[config.mk]
export PLATFORM = sky130hd
export DESIGN_NAME = cnt_sched_apb
export DESIGN_NICKNAME = d
export VERILOG_FILES = /design/src/rtl/cnt_sched_apb.sv
export SDC_FILE = /design/constraint.sdc
export NUM_CORES = 1
export LEC_CHECK = 0
export ABC_AREA = 1
export ABC_CLOCK_PERIOD_IN_PS = 4300
export CORE_MARGIN = 5
export CORE_UTILIZATION = 51
export DETAILED_ROUTE_END_ITERATION = 16
export MAX_ROUTING_LAYER = met4
export PLACE_DENSITY = 0.85
export REMOVE_ABC_BUFFERS = 1
export SYNTH_ARGS = -nofsm -noshare
export SYNTH_HDL_FRONTEND = slang
export SYNTH_SLANG_ARGS = --single-unit
[constraint.sdc]
create_clock -name clk -period 4.3 [get_ports clk]
set_clock_uncertainty 0.05 [all_clocks]
set_input_delay 0.86 -clock clk [delete_from_list [all_inputs] [get_ports clk]]
set_output_delay 0.86 -clock clk [all_outputs]
set_load 0.02 [all_outputs]
[src/rtl/cnt_sched_apb.sv]
// APB-controlled terminal-count counter sequencer.
// Supports software or ext_start start, one-shot or periodic mode, a sticky DONE flag and a level interrupt.
module cnt_sched_apb #(
    parameter int APB_ADDR_WIDTH = 8,
    parameter int APB_DATA_WIDTH = 8,
    parameter int CNT_WIDTH      = 8,
    parameter int LIMIT_RST      = 9
) (
    input  logic                      clk,
    input  logic                      rst,
    input  logic                      psel,
    input  logic                      penable,
    input  logic                      pwrite,
    input  logic [APB_ADDR_WIDTH-1:0] paddr,
    input  logic [APB_DATA_WIDTH-1:0] pwdata,
    output logic [APB_DATA_WIDTH-1:0] prdata,
    output logic                      pready,
    output logic                      pslverr,
    input  logic                      ext_start,
    output logic [CNT_WIDTH-1:0]      cnt_val,
    output logic                      tc_pulse,
    output logic                      busy,
    output logic                      irq
);

    localparam logic [1:0] ST_IDLE = 2'd0;
    localparam logic [1:0] ST_RUN  = 2'd1;
    localparam logic [1:0] ST_HOLD = 2'd2;

    localparam logic [1:0] REG_CTRL   = 2'd0;
    localparam logic [1:0] REG_LIMIT  = 2'd1;
    localparam logic [1:0] REG_STATUS = 2'd2;
    localparam logic [1:0] REG_COUNT  = 2'd3;

    localparam logic [CNT_WIDTH-1:0] LIMIT_INIT = CNT_WIDTH'(LIMIT_RST);
    localparam logic [CNT_WIDTH-1:0] CNT_ONE    = CNT_WIDTH'(1);

    logic [1:0]           state_q, state_d;
    logic [CNT_WIDTH-1:0] cnt_q, cnt_d;
    logic [CNT_WIDTH-1:0] limit_q, limit_d;
    logic                 mode_q, mode_d;
    logic                 irq_en_q, irq_en_d;
    logic                 done_q, done_d;

    logic       access;
    logic       addr_err;
    logic       wr_ok;
    logic [1:0] reg_sel;
    logic       ctrl_wr;
    logic       limit_wr;
    logic       status_wr;
    logic       start_req;
    logic       stop_req;
    logic       tc;
    logic       done_set;
    logic       unused_bits;

    assign access    = psel & penable;
    assign addr_err  = |paddr[APB_ADDR_WIDTH-1:4];
    assign wr_ok     = access & pwrite & ~addr_err;
    assign reg_sel   = paddr[3:2];
    assign ctrl_wr   = wr_ok && (reg_sel == REG_CTRL);
    assign limit_wr  = wr_ok && (reg_sel == REG_LIMIT);
    assign status_wr = wr_ok && (reg_sel == REG_STATUS);

    // A stop in the same cycle discards any start, including ext_start.
    assign stop_req  = ctrl_wr & pwdata[1];
    assign start_req = ((ctrl_wr & pwdata[0]) | ext_start) & ~stop_req;

    assign tc          = (state_q == ST_RUN) && (cnt_q == limit_q);
    assign unused_bits = ^{paddr[1:0], pwdata};

    always_comb begin
        state_d  = state_q;
        cnt_d    = cnt_q;
        done_set = 1'b0;
        case (state_q)
            ST_IDLE: begin
                cnt_d = '0;
                if (start_req) begin
                    state_d = ST_RUN;
                end
            end
            ST_RUN: begin
                if (stop_req) begin
                    state_d = ST_HOLD;
                end else if (tc) begin
                    if (mode_q) begin
                        cnt_d = '0;
                    end else begin
                        state_d  = ST_HOLD;
                        done_set = 1'b1;
                    end
                end else begin
                    cnt_d = cnt_q + CNT_ONE;
                end
            end
            ST_HOLD: begin
                if (start_req) begin
                    state_d = ST_RUN;
                    cnt_d   = '0;
                end
            end
            default: begin
                state_d = ST_IDLE;
                cnt_d   = '0;
            end
        endcase
    end

    always_comb begin
        mode_d   = mode_q;
        irq_en_d = irq_en_q;
        limit_d  = limit_q;
        done_d   = done_q;
        if (ctrl_wr) begin
            mode_d   = pwdata[2];
            irq_en_d = pwdata[3];
        end
        if (limit_wr) begin
            limit_d = pwdata[CNT_WIDTH-1:0];
        end
        if (status_wr && pwdata[1]) begin
            done_d = 1'b0;
        end
        // A terminal count landing on the clear cycle must not be lost.
        if (done_set) begin
            done_d = 1'b1;
        end
    end

    always_ff @(posedge clk or posedge rst) begin
        if (rst) begin
            state_q  <= ST_IDLE;
            cnt_q    <= '0;
            limit_q  <= LIMIT_INIT;
            mode_q   <= 1'b0;
            irq_en_q <= 1'b0;
            done_q   <= 1'b0;
        end else begin
            state_q  <= state_d;
            cnt_q    <= cnt_d;
            limit_q  <= limit_d;
            mode_q   <= mode_d;
            irq_en_q <= irq_en_d;
            done_q   <= done_d;
        end
    end

    always_comb begin
        prdata = '0;
        if (access && !addr_err) begin
            case (reg_sel)
                REG_CTRL:   prdata[3:0] = {irq_en_q, mode_q, 2'b00};
                REG_LIMIT:  prdata[CNT_WIDTH-1:0] = limit_q;
                REG_STATUS: prdata[1:0] = {done_q, busy};
                REG_COUNT:  prdata[CNT_WIDTH-1:0] = cnt_q;
                default:    prdata = '0;
            endcase
        end
    end

    assign pready   = 1'b1;
    assign pslverr  = access & addr_err;
    assign cnt_val  = cnt_q;
    assign tc_pulse = tc;
    assign busy     = (state_q == ST_RUN);
    assign irq      = done_q & irq_en_q;

endmodule

Word level (Yosys, flattened, before mapping)
Index checks and enable logic that the tools add are counted.
{"block": "word_totals", "register_bits": 21, "input_bits": 22, "output_inout_bits": 21, "word_cells": 64}
{"block": "op_classes", "n_addsub": 1, "eq_ne": 12, "muxes": 20, "bitwise_logic": 11, "reduce_logical": 14}
{"op": "$mux 8", "count": 5}
{"op": "$pmux 8 s2", "count": 1}
{"op": "$ne 3x2->1 const B", "count": 3}
{"op": "$add 8x1->8 const B", "count": 1}
{"op": "$and 1x1->1", "count": 8}
{"op": "$eq 8x8->1", "count": 1}
{"op": "$mux 2", "count": 4}
{"op": "$pmux 2 s4", "count": 1}
{"op": "$pmux 4 s2", "count": 1}
{"op": "$eq 2x2->1 const B", "count": 3}
{"op": "$logic_and 1x1->1", "count": 6}
{"op": "$mux 1", "count": 6}
{"op": "$pmux 2 s3", "count": 1}
{"op": "$reduce_and 3->1", "count": 2}
{"op": "$eq 2x1->1 const B", "count": 2}
{"op": "$logic_not 2->1", "count": 2}
{"op": "$ne 2x2->1 const B", "count": 2}
{"op": "$pmux 2 s2", "count": 1}
{"op": "$reduce_or 4->1", "count": 1}
{"op": "$ne 2x1->1 const B", "count": 1}
{"op": "$not 1->1", "count": 2}
{"op": "$reduce_bool 2->1", "count": 1}
{"op": "$reduce_or 2->1", "count": 1}
{"op": "$logic_not 1->1", "count": 1}
{"op": "$or 1x1->1", "count": 1}

Depth between registers and ports, before layout
{"block": "depth", "ltp_word": 9, "mapped_depth": 12, "depth_no_buf": 11}

Worst setup path after synthesis
OpenSTA, ideal clock, no wires.
{"block": "synth_timing", "path_kind": "input to output", "startpoint": "input paddr[7]", "endpoint": "output prdata[4]", "t_arrival_ps": 1718, "required_ps": 3390, "setup_slack_ps": 1672, "cell_stages": 5, "path_buffers": 0, "path_cell_list": "nor2_1 nand2_1 nor2_1 inv_1 a21oi_1"}
{"block": "synth_via", "elab_chain_len": 4}
{"item": "start, declared", "line_no": "14", "source": "input logic [APB_ADDR_WIDTH-1:0] paddr,"}
{"item": "$reduce_or 4->1", "line_no": "59", "source": "assign addr_err = |paddr[APB_ADDR_WIDTH-1:4];"}
{"item": "$logic_not 1->1", "line_no": "152", "source": "if (access && !addr_err) begin"}
{"item": "$logic_and 1x1->1", "line_no": "152"}
{"item": "$mux 8", "line_no": "152"}
{"item": "end, declared", "line_no": "16", "source": "output logic [APB_DATA_WIDTH-1:0] prdata,"}
Every way passes these cells.

Final worst setup path
{"block": "layout_timing", "startpoint": "input paddr[2]", "endpoint": "output prdata[1]"}
{"block": "layout_via", "elab_chain_len": 3, "word_cells_on_any_way": 6, "classes_between": "eq/ne: 3; mux: 2; reduce/logical: 1"}
{"item": "$eq 2x2->1, or another cell as far along", "line_no": "153", "source": "case (reg_sel)"}
{"item": "$pmux 2 s4 *", "line_no": "153"}
{"item": "$mux 8 *", "line_no": "152"}
Mark *: on every way between the ends. The rest lies on a longest branch, timed or not.

==> run_results.csv <==
group,metric,value,unit
pwr,p_leak,0.988,nW
global_route,track_usage,19.3,%
clocking,ctsResizeCount,0,
finish,finalNetCount,300,
synth,syn_inst,237,
die,die_w,64.6,um
drt,first_pass_iters,4,
worst_setup_path,r2r_cells,11,
placement,hpwlAfterDp,2.80,mm
clocking,cts_tree,"yes",
sta,setup_violations,0,
drt,vias,1518,
drt,ant_nets,0,
clocking,clkTransAtPathRegs,0.12,ns
worst_setup_path,crit_required,3.39,ns
drt,drt-initial-drc-count,83,
worst_setup_path,rr_endpoint,"cnt_val[3]",
sta,rsz0062_at_grt,"no",
global_route,grt-ovfl-total,0,
clocking,clock_sinks,21,
global_route,grt_pass1_wl,6.34,mm
sta,fmax,273,MHz
drt,highest_layer,"met4",
worst_hold_path,hold_path.class,"flip-flop to flip-flop",
finish,area_growth,28.4,%
worst_hold_path,hp-start,"limit_q[0]",
synth,syn_area,0.00152,mm2
global_route,grt_pass1_vias,1425,
sta,worst_slew_pin_slew,0.813,ns
finish,n_antenna_cell,0,
drt,wl_per_cell,11.8,um
die,start_util,54.1,%
sta,fin_crit,3.67,ns
finish,final_cell_mix,"nand2_1 (85), clkdlybuf4s50_1 (39), inv_1 (34)",
die,die_h,64.6,um
die,io_pins,43,
die,dieArea,0.00417,mm2
clocking,htreeDepth,1,
drt,drt-total-wl,3.63,mm
worst_setup_path,crit_path_end_kind,"output port",
drt,route.met2.wl,1.64,mm
sta,timing.final.crit_share,85.3,%
finish,drive_gt1_share,8.70,%
worst_setup_path,path_class,"primary input to output port",
clocking,worst_skew_pair.late_latency,0.32,ns
sta,hold_violations,0,
clocking,postCtsHoldBufs,0,
clocking,numCtsBuffers,3,
global_route,antenna_found_initial,0,
worst_setup_path,r2r-start,"cnt_val[7]",
clocking,cts_setup_buffers,0,
worst_setup_path,start_kind,"primary input",
placement,gp_congestion,0.883,
pwr,powerDensity,361,mW/mm2
worst_setup_path,regToRegSetupSlack,2.68,ns
pwr,power.total,0.704,mW
die,rows,19,
job,drv_cap,0,
drt,drcViolationCount,0,
finish,mostFrequentLayoutCell,"nand2_1",
sta,relSlewSlack,45.7,%
status,status,"finished clean",
synth,ys_types,26,
drt,viasPerCell,4.94,
drt,dr_wl_met3,272,um
worst_hold_path,holdPathEnd,"limit_q[0]",
synth,ys_ff_latch,21,
worst_setup_path,cp.arrival,2.76,ns
clocking,cts_buffer_depth,2,
worst_setup_path,critPathMaxFanout,7,
drt,routedLengthMet1,1.69,mm
clocking,cts_root_buffer,"clkbuf_4",
synth,avgSynthCellArea,6.41,um2
global_route,grt_max_degree,22,
synth,ys_seq_area_share,34.8,%
finish,post-route-util,69.5,%
die,core,0.00281,mm2
synth,yosysWarnings,0,
sta,timing.setup.tns,0,ns
worst_hold_path,holdPathStages,2,
pwr,peakVddDrop,0.409,mV
placement,io_buffers,39,
sta,whs,0.455,ns
sta,slew_viol_final,0,
[cell usage after synthesis]
master	number	area [um2]
nand2_4	1	11.3
ha_1	1	12.5
dfrtp_1	19	475
nor2_2	3	18.8
inv_1	34	128
o22ai_1	3	18.8
buf_4	3	22.5
o21ai_1	1	5.00
nand4_1	1	6.26
o21ai_0	5	25.0
a21oi_1	12	60.1
dfstp_2	2	52.6
buf_2	1	5.00
nor2_4	1	11.3
nand3_4	1	17.5
nor2_1	26	97.6
xnor2_1	1	8.76
xor2_1	5	43.8
nand3_1	14	70.1
o221ai_1	2	17.5
inv_2	5	18.8
nand2_2	4	25.0
nand3_2	3	30.0
nor3_1	3	15.0
nand2_1	85	319
conb_1	1	3.75
[state kept, by name, indices dropped and copies added, names as in the netlist]
signal    cells
limit_q       8
cnt_val       8
irq_en_q      1
done_q        1
state_q       2
mode_q        1
[cell families after synthesis]
group	count (synthesis)	share of synthesized area, %
other cells	1	0.247
compound gates	23	8.32
flops	21	34.8
xor+xnor	6	3.46
simple gates	142	40.9
buf+inv	43	11.4
fa+ha+maj	1	0.824
[per-layer routing]
layer  track usage, %  up-vias
li1                 -      800
met1             25.4      670
met2             29.8       44
met3             5.53        4
met4             4.22        0
met5                -        -
[area by class of cell]
class                      count  area [um2]
timing repair buffer          39         390
multi-input combinational    173         817
clock buffer                   3        22.5
tap                           31        38.8
fill                         250         855
sequential                    21         528
inverter                      39         146
clock inverter                 1        7.51
[worst max path at each step]
stage | to | startpoint | slack [ns] | cells after the start
global route | prdata[1] | paddr[2] | 0.47 | 8
detailed placement | prdata[1] | paddr[2] | 0.64 | 8
global placement | prdata[1] | paddr[2] | 0.63 | 8
floorplan | prdata[4] | paddr[7] | 1.67 | 5
finish | prdata[1] | paddr[2] | 0.63 | 8
CTS | prdata[1] | paddr[2] | 0.64 | 8
[where the power goes]
group / total [mW] / internal (mW) / switching (mW)
sequential: 0.289 / 0.229 / 0.0597
clock: 0.105 / 0.0356 / 0.0689
combinational: 0.311 / 0.143 / 0.168
total: 0.704 / 0.408 / 0.296
[metrics by stage]
step	instances	instance area, um2	worst slack, ns
floorplan	233	1490	1.67
global placement	303	1920	0.634
detailed placement	303	1920	0.645
CTS	307	1950	0.638
global route	307	1950	0.475
finish	307	1950	0.630
[critical path: stages]
cell and delay (ns):
clkdlybuf4s50_1 0.54, inv_1 0.08, nor2_2 0.24, inv_1 0.12, o221ai_1 0.19, nand2_1 0.07
inv_1 0.05, clkdlybuf4s50_1 0.59
(Power assumes the default switching activity.)
==> RTL edit 1: new RTL, config.mk and constraints unchanged <==
Make the reset (`rst`) synchronous in one clocked block.
--- a/src/rtl/cnt_sched_apb.sv
+++ b/src/rtl/cnt_sched_apb.sv
@@ -130,5 +130,5 @@
     end
 
-    always_ff @(posedge clk or posedge rst) begin
+    always_ff @(posedge clk) begin
         if (rst) begin
             state_q  <= ST_IDLE;
Formal check against the unedited RTL: differs if rst is asserted again (counterexample within 4 cycles, from zero or initial values and one cycle with rst high); with rst held inactive, the same outputs for 10 cycles.
==> RTL edit 1 against the unedited design <==
Routed wire length decreased by 3.3%; area after synthesis decreased by 5.1%; worst setup slack improved by 0.051 ns; sequential share of layout area decreased by 4.3 points; sequential cell count unchanged; final area decreased by 5.3%; worst hold slack got worse by 0.0027 ns; synthesized cell count decreased by 4.6%.
Power is not compared: it rests on default switching activity, and its combinational part moved more than twofold at a synthesized area within 25%.
==> RTL edit 1: results (changes against the unedited design) <==
Hold Startpoint - limit_q[2]
Outcome - finished, final reports clean
CP Launch Point - paddr[7]
Post-Place Setup Slack - 0.650 ns (+0.00553 ns)
Number of global-route vias before repair - 1460 (+2.5%)
Initial antenna violation count - 0 (unchanged)
Sequential share of the synthesized area - 29.2% (-5.6 points)
Avg Cell Area, Syn - 6.38 um^2 (-0.49%)
Clk Latency, worst-skew pair - 0.30 ns (-0.02 ns)
Gpl congestion - 0.850 (-3.7%)
Main synth FF type - dfxtp_1
Top cells by count, synth - 54 x nand2_1, 29 x inv_1, 26 x nor2_1
WL final - 3.51 mm (-3.3%)
CP max FO - 5 (-2)
DP Area - 0.00182 mm^2 (-5.2%)
Fill count - 261 (+4.4%)
Main area contributors after synthesis - dfxtp_1 29%, nand2_1 14%, nand3_1 8.0%
Via density - 5.20 (+5.2%)
Placed Cells - 291 (-4.0%)
Non-filler cells, final - 295 (-3.9%)
Ys async rst share - 0% (-100 points)
Netlist cell types - 29 (+12%)
EDFF count, synth - 0 (unchanged)
Total GRT Usage - 18.5% (-0.79 points)
ANT cells - 0 (unchanged)
Largest net degree at the start of global routing - 18 (-18%)
R2r startpoint - cnt_val[1]
Initial DRC Count - 43 (-48%)
Worst VDD drop - 209 uV
Final Worst Setup Slack - 0.681 ns (+0.0509 ns)
Global-route wire length before repair - 6.09 mm (-3.9%)
==> RTL edit 1: cell types whose count changed after synthesis, moves of 3 or more <==
cell and change:
nand2_1 -31, dfxtp_1 +21, dfrtp_1 -19, a21oi_1 +9, nand3_1 +9, o21ai_0 +7, inv_1 -5, buf_6 +4
inv_2 -4, nand4_1 +3
==> RTL edit 1: worst paths after layout <==
kind	cells after the start	end
min	2	limit_q[2]
max reg2reg	8	cnt_val[6]
max	7	prdata[7]
min reg2reg	2	limit_q[2]
==> RTL edit 1: kinds of logic after synthesis <==
kind of cell	synth area share (%)
adder cells (fa/ha/maj)	0.868
buffers and inverters	12.3
AND/OR/NAND/NOR	37.9
XOR/XNOR	4.78
flip-flops	29.2
other	0.260
AO/OA/AOI/OAI	14.7
==> RTL edit 1: cell type report <==
class                   instances  area [um^2]  share of cell area, %
clock buffers                   3         22.5                   1.22
clock inverters                 1         5.00                  0.271
inverters                      30          113                   6.09
multi-input cells             168          843                   45.6
flip-flops and latches         21          420                   22.7
well taps                      31         38.8                   2.10
repair buffers                 41          405                   21.9
==> RTL edit 1: metal layers <==
metal / vias up / track usage (%) / share of wire [%]
met4: 0 / 5.84 / 0.74
met2: 47 / 30.9 / 47
met1: 677 / 22.2 / 45
li1: 806 / - / -
met3: 4 / 3.91 / 6.6
met5: - / - / 0
==> RTL edit 1: critical path: stages <==
cell and delay [ns]:
clkdlybuf4s50_1 0.39, nor2_1 0.14, nand2_1 0.13, nor2_1 0.25, inv_1 0.16, a21oi_1 0.15
clkdlybuf4s50_1 0.63
==> RTL edit 1: report_power, final <==
group | switching (mW) | internal [mW] | total [mW]
combinational | 0.0269 | 0.0266 | 0.0535
sequential | 0.00197 | 0.196 | 0.198
clock | 0.0616 | 0.0347 | 0.0963
==> RTL edit 2: new RTL, same settings <==
Made on the original files. Change the parameter `APB_DATA_WIDTH` from 8 to 12.
--- a/src/rtl/cnt_sched_apb.sv
+++ b/src/rtl/cnt_sched_apb.sv
@@ -3,5 +3,5 @@
 module cnt_sched_apb #(
     parameter int APB_ADDR_WIDTH = 8,
-    parameter int APB_DATA_WIDTH = 8,
+    parameter int APB_DATA_WIDTH = 12,
     parameter int CNT_WIDTH      = 8,
     parameter int LIMIT_RST      = 9
Interface: changed (resized prdata and pwdata); port bits go from 43 to 51. No check against the original RTL was run, so the function may have changed too.
==> RTL edit 2 against the unedited design <==
Utilization is 3.4 points lower; sequential cell count stayed put; area after synthesis is 2.2% higher; sequential power hardly changed; worst setup slack better by 0.019 ns; routed wire length is 1.2% higher; first-iteration DRC count is 34% lower; worst hold slack better by 0.0046 ns; total power is 0.48% higher; critical path depth stayed put; final area is 0.90% higher; critical path type unchanged.
==> RTL edit 2: results (changes against the unedited design) <==
Outcome - finished, final reports clean
Total GRT Usage - 19.8% (+0.51 points)
WL final - 3.67 mm (+1.2%)
Hold Startpoint - limit_q[3]
WHS Path Cells - 2 (unchanged)
Top cells by count, synth - 85 x nand2_1, 34 x inv_1, 26 x nor2_1
Hold WC Path Type - reg2reg
Clk buf depth - 2 (unchanged)
Max incr delay on CP - 0.59 ns (about the same)
DP HPWL - 2.84 mm (+1.6%)
Clk Latency, worst-skew pair - 0.32 ns (about the same)
R2r startpoint - cnt_val[2]
Ys async rst share - 100% (unchanged)
Sequential share of the synthesized area - 34.0% (-0.76 points)
Crit path DAT - 2.74 ns (-0.02 ns)
Port Buffers - 39 (unchanged)
Gpl congestion - 0.847 (-4.1%)
Initial antenna violation count - 0 (unchanged)
H-tree Lvls - 1 (unchanged)
Post-Place Setup Slack - 0.642 ns (-0.00310 ns)
Hold EP - limit_q[3]
Netlist cell types - 26 (unchanged)
ANT cells - 0 (unchanged)
Clock transition at the registers of the reported paths - 0.13 ns
Global-route wire length before repair - 6.55 mm (+3.3%)
Initial DRC Count - 55 (-34%)
Main area contributors after synthesis - dfrtp_1 31%, nand2_1 21%, inv_1 8.2%
Post_cts resized - 0 (unchanged)
Worst path top cell family by delay - buffers and inverters
Post-CTS Setup Inserts - 0 (unchanged)
Net count, final - 308 (+2.7%)
Yosys warning count - 0 (unchanged)
First drt pass iteration count - 4 (unchanged)
Top-count cell post-synth - nand2_1
Leak - 1.00 nW (+1.3%)
FF-to-FF End - cnt_val[0]
Slowest-stage cell, CP - clkdlybuf4s50_1
Layout cells sized above 1 - 8.57% (-0.12 points)
Number of global-route vias before repair - 1516 (+6.4%)
CP max FO - 7 (unchanged)
Worst VDD drop - 381 uV (-7.0%)
FF-to-FF setup slack - 2.68 ns (about the same)
R2r worst-path depth - 11 (unchanged)
Root Buffer - clkbuf_4
Internal - 0.407 mW (about the same)
CTS buffer count - 3 (unchanged)
Via Count - 1554 (+2.4%)
Main synth FF type - dfrtp_1
Largest net degree at the start of global routing - 22 (unchanged)
CP Launch Point - paddr[2]
Worst-margin pin slew - 0.808 ns (-0.00498 ns)
-- RTL edit 2: cell count changes after synthesis, sizes merged --
cell / change
buf: +4
conb: +1
-- RTL edit 2: cell type report --
class | instances | area (um^2)
Sequential cell | 21 | 528
Tap cell | 33 | 41.3
Timing Repair Buffer | 39 | 390
Clock buffer | 3 | 22.5
Fill cell | 277 | 1010
Clock inverter | 1 | 7.51
Inverter | 39 | 146
Multi-Input combinational cell | 177 | 832
-- RTL edit 2: tightest hold or removal path, delay by kind of cell, from the launching register on --
family / cells / cell delay [ns]
DFF: 1 / 0.40
and+or+nand+nor: 1 / 0.05
AOI/OAI and AO/OA: 1 / 0.06
-- RTL edit 2: worst max path at each step --
stage	to	slack, ns	cells after the start
2_1_floorplan	prdata[4]	1.67	5
3_3_place_gp	prdata[1]	0.65	8
3_5_place_dp	prdata[7]	0.64	7
4_1_cts	prdata[7]	0.64	7
5_1_grt	prdata[7]	0.49	7
6_report	prdata[1]	0.65	8
-- RTL edit 2: through the flow --
stage	instance area, um^2	hold slack, ns	cells
6_report	1970	0.459	313
5_1_grt	1970	0.480	313
4_1_cts	1970	0.459	313
3_5_place_dp	1940	0.433	309
3_3_place_gp	1940	0.425	309
2_1_floorplan	1510	0.403	237
-- RTL edit 2: logic make-up (layout without fill, tap and decap cells) --
| group | count (synthesis) | count (layout) | synth area share (%) |
|---|---|---|---|
| other | 2 | 5 | 0.484 |
| XOR/XNOR | 6 | 6 | 3.38 |
| AND/OR/NAND/NOR | 142 | 142 | 40.0 |
| adder cells (fa/ha/maj) | 1 | 1 | 0.806 |
| AO/OA/AOI/OAI | 23 | 23 | 8.14 |
| flip-flops | 21 | 21 | 34.0 |
| buffers and inverters | 47 | 82 | 13.1 |
-- RTL edit 2: power groups by stage --
| stage | Clock [mW] | Combinational (mW) | Sequential, mW |
|---|---|---|---|
| after floorplan | 0 | 0.186 | 0.306 |
| after global placement | 0 | 0.308 | 0.290 |
| after detailed placement | 0 | 0.313 | 0.292 |
| after CTS | 0.109 | 0.317 | 0.289 |
| after global routing | 0.116 | 0.361 | 0.299 |
| final | 0.104 | 0.314 | 0.290 |
-- RTL edit 2: metal layers --
metal | share of wire, % | global-route usage, % | vias to the layer above
met1 | 44 | 24.7 | 692
met4 | 0.93 | 5.18 | 0
met5 | 0 | - | -
met2 | 48 | 32.9 | 49
met3 | 7.1 | 4.27 | 4
li1 | - | - | 809
